==> config.mk <==
export PLATFORM = sky130hd
export DESIGN_NAME = bip_control
export DESIGN_NICKNAME = d
export VERILOG_FILES = /design/src/rtl/bip_pkg.sv /design/src/rtl/bip_decoder.sv /design/src/rtl/bip_control.sv
export SDC_FILE = /design/constraint.sdc
export NUM_CORES = 1
export LEC_CHECK = 0
export BUFFER_PORTS_ARGS = -buffer_cell sky130_fd_sc_hd__buf_2
export CAP_MARGIN = 25
export CORE_ASPECT_RATIO = 0.8
export CORE_MARGIN = 5
export CORE_UTILIZATION = 50
export CTS_CLUSTER_DIAMETER = 150
export DETAILED_ROUTE_END_ITERATION = 8
export PLACE_DENSITY = 0.78
export SLEW_MARGIN = 20
export SYNTH_ARGS = -nofsm -noshare
export SYNTH_HDL_FRONTEND = slang
export SYNTH_SLANG_ARGS = --single-unit
==> constraint.sdc <==
create_clock -name clk -period 4.3 [get_ports clk]
set_input_delay 0.43 -clock clk [delete_from_list [all_inputs] [get_ports clk]]
set_output_delay 0.43 -clock clk [all_outputs]
set_load 0.01 [all_outputs]
==> src/rtl/bip_pkg.sv <==
// Shared encodings for the BIP control unit: opcodes, mux selects,
// ALU operations, FSM states and the decoded control bundle.
package bip_pkg;

    localparam logic [4:0] OP_HLT  = 5'b00000;
    localparam logic [4:0] OP_STO  = 5'b00001;
    localparam logic [4:0] OP_LD   = 5'b00010;
    localparam logic [4:0] OP_LDI  = 5'b00011;
    localparam logic [4:0] OP_ADD  = 5'b00100;
    localparam logic [4:0] OP_ADDI = 5'b00101;
    localparam logic [4:0] OP_SUB  = 5'b00110;
    localparam logic [4:0] OP_SUBI = 5'b00111;

    localparam logic [1:0] SELA_MEM = 2'd0;
    localparam logic [1:0] SELA_IMM = 2'd1;
    localparam logic [1:0] SELA_ALU = 2'd2;

    localparam logic ALU_ADD = 1'b0;
    localparam logic ALU_SUB = 1'b1;

    typedef enum logic [2:0] {
        ST_IDLE,
        ST_FETCH,
        ST_DECODE,
        ST_MEM,
        ST_EXEC,
        ST_HALT
    } state_t;

    typedef struct packed {
        logic       needs_mem;
        logic [1:0] sel_a;
        logic       sel_b;
        logic       alu_op;
        logic       acc_en;
        logic       data_wr;
        logic       is_halt;
    } ctrl_t;

endpackage

==> src/rtl/bip_decoder.sv <==
// Combinational opcode decoder: maps an opcode to the datapath controls
// used in EXEC plus the two flags the FSM needs in DECODE.
module bip_decoder
    import bip_pkg::*;
(
    input  logic [4:0] i_opcode,
    output ctrl_t      o_ctrl
);

    // Table lookup; unlisted opcodes fall through as NOPs with no strobes
    always_comb begin
        o_ctrl = '0;
        case (i_opcode)
            OP_HLT:  o_ctrl.is_halt = 1'b1;
            OP_STO:  o_ctrl.data_wr = 1'b1;
            OP_LD: begin
                o_ctrl.needs_mem = 1'b1;
                o_ctrl.sel_a     = SELA_MEM;
                o_ctrl.acc_en    = 1'b1;
            end
            OP_LDI: begin
                o_ctrl.sel_a  = SELA_IMM;
                o_ctrl.acc_en = 1'b1;
            end
            OP_ADD: begin
                o_ctrl.needs_mem = 1'b1;
                o_ctrl.sel_a     = SELA_ALU;
                o_ctrl.sel_b     = 1'b0;
                o_ctrl.alu_op    = ALU_ADD;
                o_ctrl.acc_en    = 1'b1;
            end
            OP_ADDI: begin
                o_ctrl.sel_a  = SELA_ALU;
                o_ctrl.sel_b  = 1'b1;
                o_ctrl.alu_op = ALU_ADD;
                o_ctrl.acc_en = 1'b1;
            end
            OP_SUB: begin
                o_ctrl.needs_mem = 1'b1;
                o_ctrl.sel_a     = SELA_ALU;
                o_ctrl.sel_b     = 1'b0;
                o_ctrl.alu_op    = ALU_SUB;
                o_ctrl.acc_en    = 1'b1;
            end
            OP_SUBI: begin
                o_ctrl.sel_a  = SELA_ALU;
                o_ctrl.sel_b  = 1'b1;
                o_ctrl.alu_op = ALU_SUB;
                o_ctrl.acc_en = 1'b1;
            end
            default: o_ctrl = '0;
        endcase
    end

endmodule

==> src/rtl/bip_control.sv <==
// Multi-cycle control unit for the accumulator BIP datapath: fetches,
// decodes and sequences each instruction, owns the PC and a saturating
// busy-cycle counter.
module bip_control
    import bip_pkg::*;
#(
    parameter int PC_WIDTH     = 11,
    parameter int OPCODE_WIDTH = 5,
    parameter int CNT_WIDTH    = 16
) (
    input  logic                                clk,
    input  logic                                rst_n,
    input  logic                                start,
    input  logic [PC_WIDTH+OPCODE_WIDTH-1:0]    instr_data,
    output logic                                instr_rd,
    output logic [PC_WIDTH-1:0]                 pc_addr,
    output logic [PC_WIDTH-1:0]                 operand,
    output logic                                data_rd,
    output logic                                data_wr,
    output logic [1:0]                          sel_a,
    output logic                                sel_b,
    output logic                                alu_op,
    output logic                                acc_en,
    output logic                                busy,
    output logic                                halted,
    output logic [CNT_WIDTH-1:0]                cycle_count
);

    localparam int INSTR_W = PC_WIDTH + OPCODE_WIDTH;

    state_t                 r_state;
    state_t                 w_next;
    logic [PC_WIDTH-1:0]    r_pc;
    logic [INSTR_W-1:0]     r_instr;
    logic [CNT_WIDTH-1:0]   r_count;
    logic [OPCODE_WIDTH-1:0] w_opcode;
    ctrl_t                  w_ctrl;
    logic                   w_in_decode;

    // In DECODE the fresh memory word is not yet registered, so decode it directly
    assign w_in_decode = (r_state == ST_DECODE);
    assign w_opcode    = w_in_decode ? instr_data[INSTR_W-1:PC_WIDTH]
                                     : r_instr[INSTR_W-1:PC_WIDTH];

    bip_decoder u_decoder (
        .i_opcode (w_opcode),
        .o_ctrl   (w_ctrl)
    );

    assign pc_addr     = r_pc;
    assign operand     = w_in_decode ? instr_data[PC_WIDTH-1:0] : r_instr[PC_WIDTH-1:0];
    assign cycle_count = r_count;
    assign busy        = (r_state == ST_FETCH) || (r_state == ST_DECODE) ||
                         (r_state == ST_MEM)   || (r_state == ST_EXEC);
    assign halted      = (r_state == ST_HALT);

    // State register
    always_ff @(posedge clk or negedge rst_n) begin
        if (!rst_n) r_state <= ST_IDLE;
        else        r_state <= w_next;
    end

    // PC advances only at the end of EXEC; HLT never reaches EXEC so it freezes
    always_ff @(posedge clk or negedge rst_n) begin
        if (!rst_n)                  r_pc <= '0;
        else if (r_state == ST_EXEC) r_pc <= r_pc + {{(PC_WIDTH-1){1'b0}}, 1'b1};
    end

    // Instruction register captures the word returned by the FETCH read
    always_ff @(posedge clk or negedge rst_n) begin
        if (!rst_n)           r_instr <= '0;
        else if (w_in_decode) r_instr <= instr_data;
    end

    // Busy-cycle counter sticks at all ones instead of wrapping
    always_ff @(posedge clk or negedge rst_n) begin
        if (!rst_n)                      r_count <= '0;
        else if (busy && (r_count != '1)) r_count <= r_count + {{(CNT_WIDTH-1){1'b0}}, 1'b1};
    end

    // Next-state and strobe generation; strobes are zero unless the state drives them
    always_comb begin
        w_next   = r_state;
        instr_rd = 1'b0;
        data_rd  = 1'b0;
        data_wr  = 1'b0;
        sel_a    = SELA_MEM;
        sel_b    = 1'b0;
        alu_op   = ALU_ADD;
        acc_en   = 1'b0;
        case (r_state)
            ST_IDLE: begin
                if (start) w_next = ST_FETCH;
            end
            ST_FETCH: begin
                instr_rd = 1'b1;
                w_next   = ST_DECODE;
            end
            ST_DECODE: begin
                if (w_ctrl.is_halt) begin
                    w_next = ST_HALT;
                end else if (w_ctrl.needs_mem) begin
                    data_rd = 1'b1;
                    w_next  = ST_MEM;
                end else begin
                    w_next = ST_EXEC;
                end
            end
            ST_MEM: begin
                w_next = ST_EXEC;
            end
            ST_EXEC: begin
                sel_a   = w_ctrl.sel_a;
                sel_b   = w_ctrl.sel_b;
                alu_op  = w_ctrl.alu_op;
                acc_en  = w_ctrl.acc_en;
                data_wr = w_ctrl.data_wr;
                w_next  = ST_FETCH;
            end
            ST_HALT: begin
                w_next = ST_HALT;
            end
            default: begin
                w_next = ST_IDLE;
            end
        endcase
    end

endmodule

==> flow_summary.rst <==
.. list-table::
   :header-rows: 1

   * - Metric
     - Value
   * - Result of the run
     - finished, final reports clean
   * - Port-buffer cells
     - 66
   * - Slew HR
     - 51.1%
   * - Max Fanout on Critical Path
     - 18
   * - Mapped Cells
     - 214
   * - Layout cells sized above 1
     - 30.7%
   * - Number of fillers in the final layout
     - 361
   * - Required arrival time at the worst endpoint
     - 3.87 ns
   * - Fraction of the mapped netlist area in simple logic gates
     - 27.5%
   * - Worst hold-check path type
     - input port to asynchronous set/reset pin
   * - Critical path, cell by cell
     - or3b_1, mux2_2, a32oi_1, o21ai_1, buf_2
   * - Register clock-pin slew on the reported worst setup and hold paths
     - 0.08 ns
   * - Crit start category
     - flip-flop
   * - Total inserted antenna cells
     - 0
   * - Top layer used by detailed routing
     - met4
   * - Post-route setup TNS
     - 0 ns
   * - Io pins
     - 67
   * - Sequential Area
     - 1150 µm²
   * - Portion of netlist area occupied by mux cells
     - 1.52%
   * - Maxcap violations
     - 0
   * - Via Count
     - 1715
   * - Total global routing track utilization
     - 16.5%
   * - Starting DRT DRC Count
     - 52
   * - Setup skew after layout
     - 0.0102 ns
   * - Met3 WL post-DR
     - 452 µm
   * - Length of the first detailed-routing pass in iterations
     - 4
   * - Setup slack after layout
     - 1.65 ns
   * - Part of the Yosys area used for sequential elements
     - 51.8%
   * - Synth Net Count
     - 235
   * - Post-synthesis cell type count
     - 39
   * - # placed instances
     - 328
   * - DPL Wire Length
     - 3390 µm
   * - Minimum clock period
     - 2.65 ns
   * - Routability congestion estimate
     - 0.790
   * - Clk Tree Root Cell
     - sky130_fd_sc_hd__clkbuf_8
   * - Die span in x
     - 84.6 µm
   * - Area of the core
     - 4230 µm²
   * - Antenna Violating Nets Remaining
     - 0
   * - Post-route DRC
     - 0
   * - Startpoint-to-endpoint class of the critical path
     - flip-flop to output port
   * - Adder and majority cell fraction of the synthesized area
     - 1.13%
   * - Post-synthesis compound-gate area fraction
     - 3.49%
   * - Worst slew pin tran
     - 0.733 ns
   * - Setup violations, final
     - 0
   * - Aggregate routed wire length
     - 4690 µm
   * - Multi-input gate area in the final layout
     - 983 µm²
   * - Count of pins over their slew limit
     - 0
   * - Initial Utilization
     - 52.6%
   * - Met2 wire len
     - 1980 µm
   * - First-pass GRT wire length
     - 7950 µm
   * - DP Worst Slack
     - 1.98 ns
   * - Routed wire length per instance
     - 13.9 µm
   * - CTS Buffer Depth
     - 2
   * - Hold-fix buffers at CTS
     - 0
   * - Mapped cell area
     - 2220 µm²
   * - Peak Freq
     - 377 MHz
   * - Count of nets after finishing
     - 300
   * - Max stage delay cell, worst path
     - sky130_fd_sc_hd__or3b_1
   * - Mean Syn Cell Area
     - 10.4 µm²
   * - Xor and xnor fraction of the mapped netlist area
     - 10.6%
   * - Ratio of routed vias to standard cells
     - 5.09
   * - Data arrival time of the worst path
     - 2.22 ns
   * - LEAKAGE
     - 1.44 nW
   * - Share of the cycle needed by the critical path after routing
     - 61.7%
   * - CP endpoint kind
     - output port
   * - Number of buffers created by CTS
     - 5
   * - Area delta synth->final
     - 20.3%
   * - Overall die area
     - 5890 µm²
   * - Post-CTS setup repair buffer count
     - 0
   * - Cts repair resizes
     - 0
   * - Die height
     - 69.6 µm
   * - Clock insertion delay at the later pin of the skew report
     - 0.29 ns
   * - Post-Route M1 WL
     - 2210 µm
   * - Initial antenna violation count
     - 0
   * - Clock tree from TritonCTS
     - yes
   * - H-tree levels
     - 2
   * - Post-route core utilization
     - 63.2%
   * - Maximum number of pins on one net before global-route repair
     - 47
   * - Number of flip-flops and latches in the synthesized netlist
     - 46
   * - VDD IR max
     - 0.379 mV
   * - Total count of hold-check failures in the final report
     - 0
   * - Combinational family with the most area after synthesis
     - simple AND/OR/NAND/NOR gates
   * - Row Count
     - 21
   * - Vias in the first global route
     - 1655
   * - Depth of the worst register-to-register path
     - 4
   * - Count of warnings emitted by yosys
     - 0
   * - Total global routing overflow
     - 0
   * - Largest incremental delay on the critical path
     - 0.68 ns
   * - RSZ-0062 raised after global routing
     - false
   * - Number of sinks on the clock net
     - 46
   * - Total power divided by cell area
     - 642 nW/µm²
   * - Non-filler cells, final
     - 337
-- power breakdown --
part           switching (W)  total, W  internal, W
Combinational       0.000399  0.000678     0.000279
Sequential          0.000151  0.000729     0.000578
Clock               0.000137  0.000311     0.000174
Total               0.000687   0.00172      0.00103
-- cell families after synthesis --
kind of cell    count (synthesis)
fa+ha+maj                       2
simple gates                  112
flops                          46
xor+xnor                       26
compound gates                 10
buf+inv                        15
mux                             3
-- state kept, by name, summed over array words and instances (netlist names) --
signal,flops
cycle_count,16
pc_addr,11
r_instr,16
r_state,3
-- synth_stat cells (all sizes together) --
cell / n / share of area [%]
nor3b: 6 / 2.7
buf: 7 / 2.6
and4b: 1 / 0.45
or2: 1 / 0.28
and4bb: 1 / 0.56
or3b: 1 / 0.39
o21ai: 2 / 0.45
xnor2: 6 / 2.4
nand4bb: 1 / 0.51
nand4: 4 / 1.1
a2111oi: 1 / 0.68
and3: 6 / 1.7
nand2: 57 / 9.6
nand2b: 1 / 0.28
dfrtp: 46 / 52
a211oi: 1 / 0.34
a21oi: 1 / 0.22
xor2: 20 / 8.2
and4: 2 / 0.79
o21a: 1 / 0.34
nor4: 9 / 3.5
o221ai: 1 / 0.39
a32oi: 1 / 0.39
nor2: 4 / 0.68
clkbuf: 2 / 0.34
nor3: 7 / 1.6
inv: 6 / 1.0
nand3: 9 / 2.0
mux2: 3 / 1.5
nor4b: 2 / 1.4
ha: 2 / 1.1
o21bai: 2 / 0.68
-- through the flow --
step / total power, W / hold WS (ns) / instance area [µm²]
floorplan: 0.00118 / 0.134 / 2220
global placement: 0.00139 / 0.453 / 2560
detailed placement: 0.00142 / 0.454 / 2560
CTS: 0.00173 / 0.333 / 2670
global route: 0.00186 / 0.171 / 2680
finish: 0.00172 / 0.120 / 2680
-- worst paths after layout --
| path | startpoint | end | slack, ns |
|---|---|---|---|
| max in group asynchronous | rst_n | r_instr[12] | 3.78 |
| max reg2reg | r_state[1] | cycle_count[1] | 2.40 |
| min reg2reg | pc_addr[10] | pc_addr[10] | 0.47 |
| min in group clk | instr_data[7] | r_instr[7] | 0.34 |
| min | rst_n | cycle_count[2] | 0.12 |
| max | r_state[2] | acc_en | 1.65 |
-- layout by cell type (no fill, tap or decap) --
| cell | netlist | layout |
|---|---|---|
| sky130_fd_sc_hd__a2111oi_2 | 1 | 1 |
| sky130_fd_sc_hd__a211oi_1 | 1 | 1 |
| sky130_fd_sc_hd__a21oi_1 | 1 | 1 |
| sky130_fd_sc_hd__a32oi_1 | 1 | 1 |
| sky130_fd_sc_hd__and3_1 | 6 | 6 |
| sky130_fd_sc_hd__and4_1 | 2 | 2 |
| sky130_fd_sc_hd__and4b_1 | 1 | 1 |
| sky130_fd_sc_hd__and4bb_1 | 1 | 1 |
| sky130_fd_sc_hd__buf_2 | 2 | 65 |
| sky130_fd_sc_hd__buf_4 | 2 | 2 |
| sky130_fd_sc_hd__bufinv_16 | 0 | 1 |
| sky130_fd_sc_hd__clkbuf_1 | 2 | 2 |
| sky130_fd_sc_hd__clkbuf_8 | 0 | 5 |
| sky130_fd_sc_hd__dfrtp_1 | 46 | 46 |
| sky130_fd_sc_hd__ha_1 | 2 | 2 |
| sky130_fd_sc_hd__inv_1 | 6 | 6 |
| sky130_fd_sc_hd__mux2_2 | 3 | 3 |
| sky130_fd_sc_hd__nand2_1 | 57 | 57 |
| sky130_fd_sc_hd__nand2b_1 | 1 | 1 |
| sky130_fd_sc_hd__nand3_1 | 9 | 9 |
| sky130_fd_sc_hd__nand4_1 | 4 | 4 |
| sky130_fd_sc_hd__nand4bb_1 | 1 | 1 |
| sky130_fd_sc_hd__nor2_1 | 4 | 4 |
| sky130_fd_sc_hd__nor3_1 | 7 | 7 |
| sky130_fd_sc_hd__nor3b_1 | 3 | 3 |
| sky130_fd_sc_hd__nor3b_2 | 3 | 3 |
| sky130_fd_sc_hd__nor4_1 | 7 | 7 |
| sky130_fd_sc_hd__nor4_2 | 1 | 1 |
| sky130_fd_sc_hd__nor4_4 | 1 | 1 |
| sky130_fd_sc_hd__nor4b_2 | 2 | 2 |
| sky130_fd_sc_hd__o21a_1 | 1 | 1 |
| sky130_fd_sc_hd__o21ai_0 | 1 | 1 |
| sky130_fd_sc_hd__o21ai_1 | 1 | 1 |
| sky130_fd_sc_hd__o21bai_1 | 2 | 2 |
| sky130_fd_sc_hd__o221ai_1 | 1 | 1 |
| sky130_fd_sc_hd__or2_2 | 1 | 1 |
| sky130_fd_sc_hd__or3b_1 | 1 | 1 |
| sky130_fd_sc_hd__xnor2_1 | 6 | 6 |
| sky130_fd_sc_hd__xor2_1 | 19 | 19 |
| sky130_fd_sc_hd__xor2_2 | 1 | 1 |
-- layer usage --
metal / GRT usage, % / vias up
met4: 4.75 / 0
met1: 23.2 / 789
met2: 24.2 / 65
met5: 0 / -
li1: - / 856
met3: 5.46 / 5
-- layout make-up --
cell class                 count  area share (%)
inverter                       6           0.842
multi-input combinational    153            36.8
clock inverter                 1            1.12
timing repair buffer          67            12.7
sequential                    46            43.0
tap                           57            2.67
clock buffer                   7            2.85
-- critical path: cells and delay by family, from the launching register on --
family	cells	cell delay [ns]
buf+inv	1	0.14
compound gates	2	0.23
simple gates	1	0.68
flops	1	0.49
mux	1	0.39
Power figures use the tool's default switching activity.
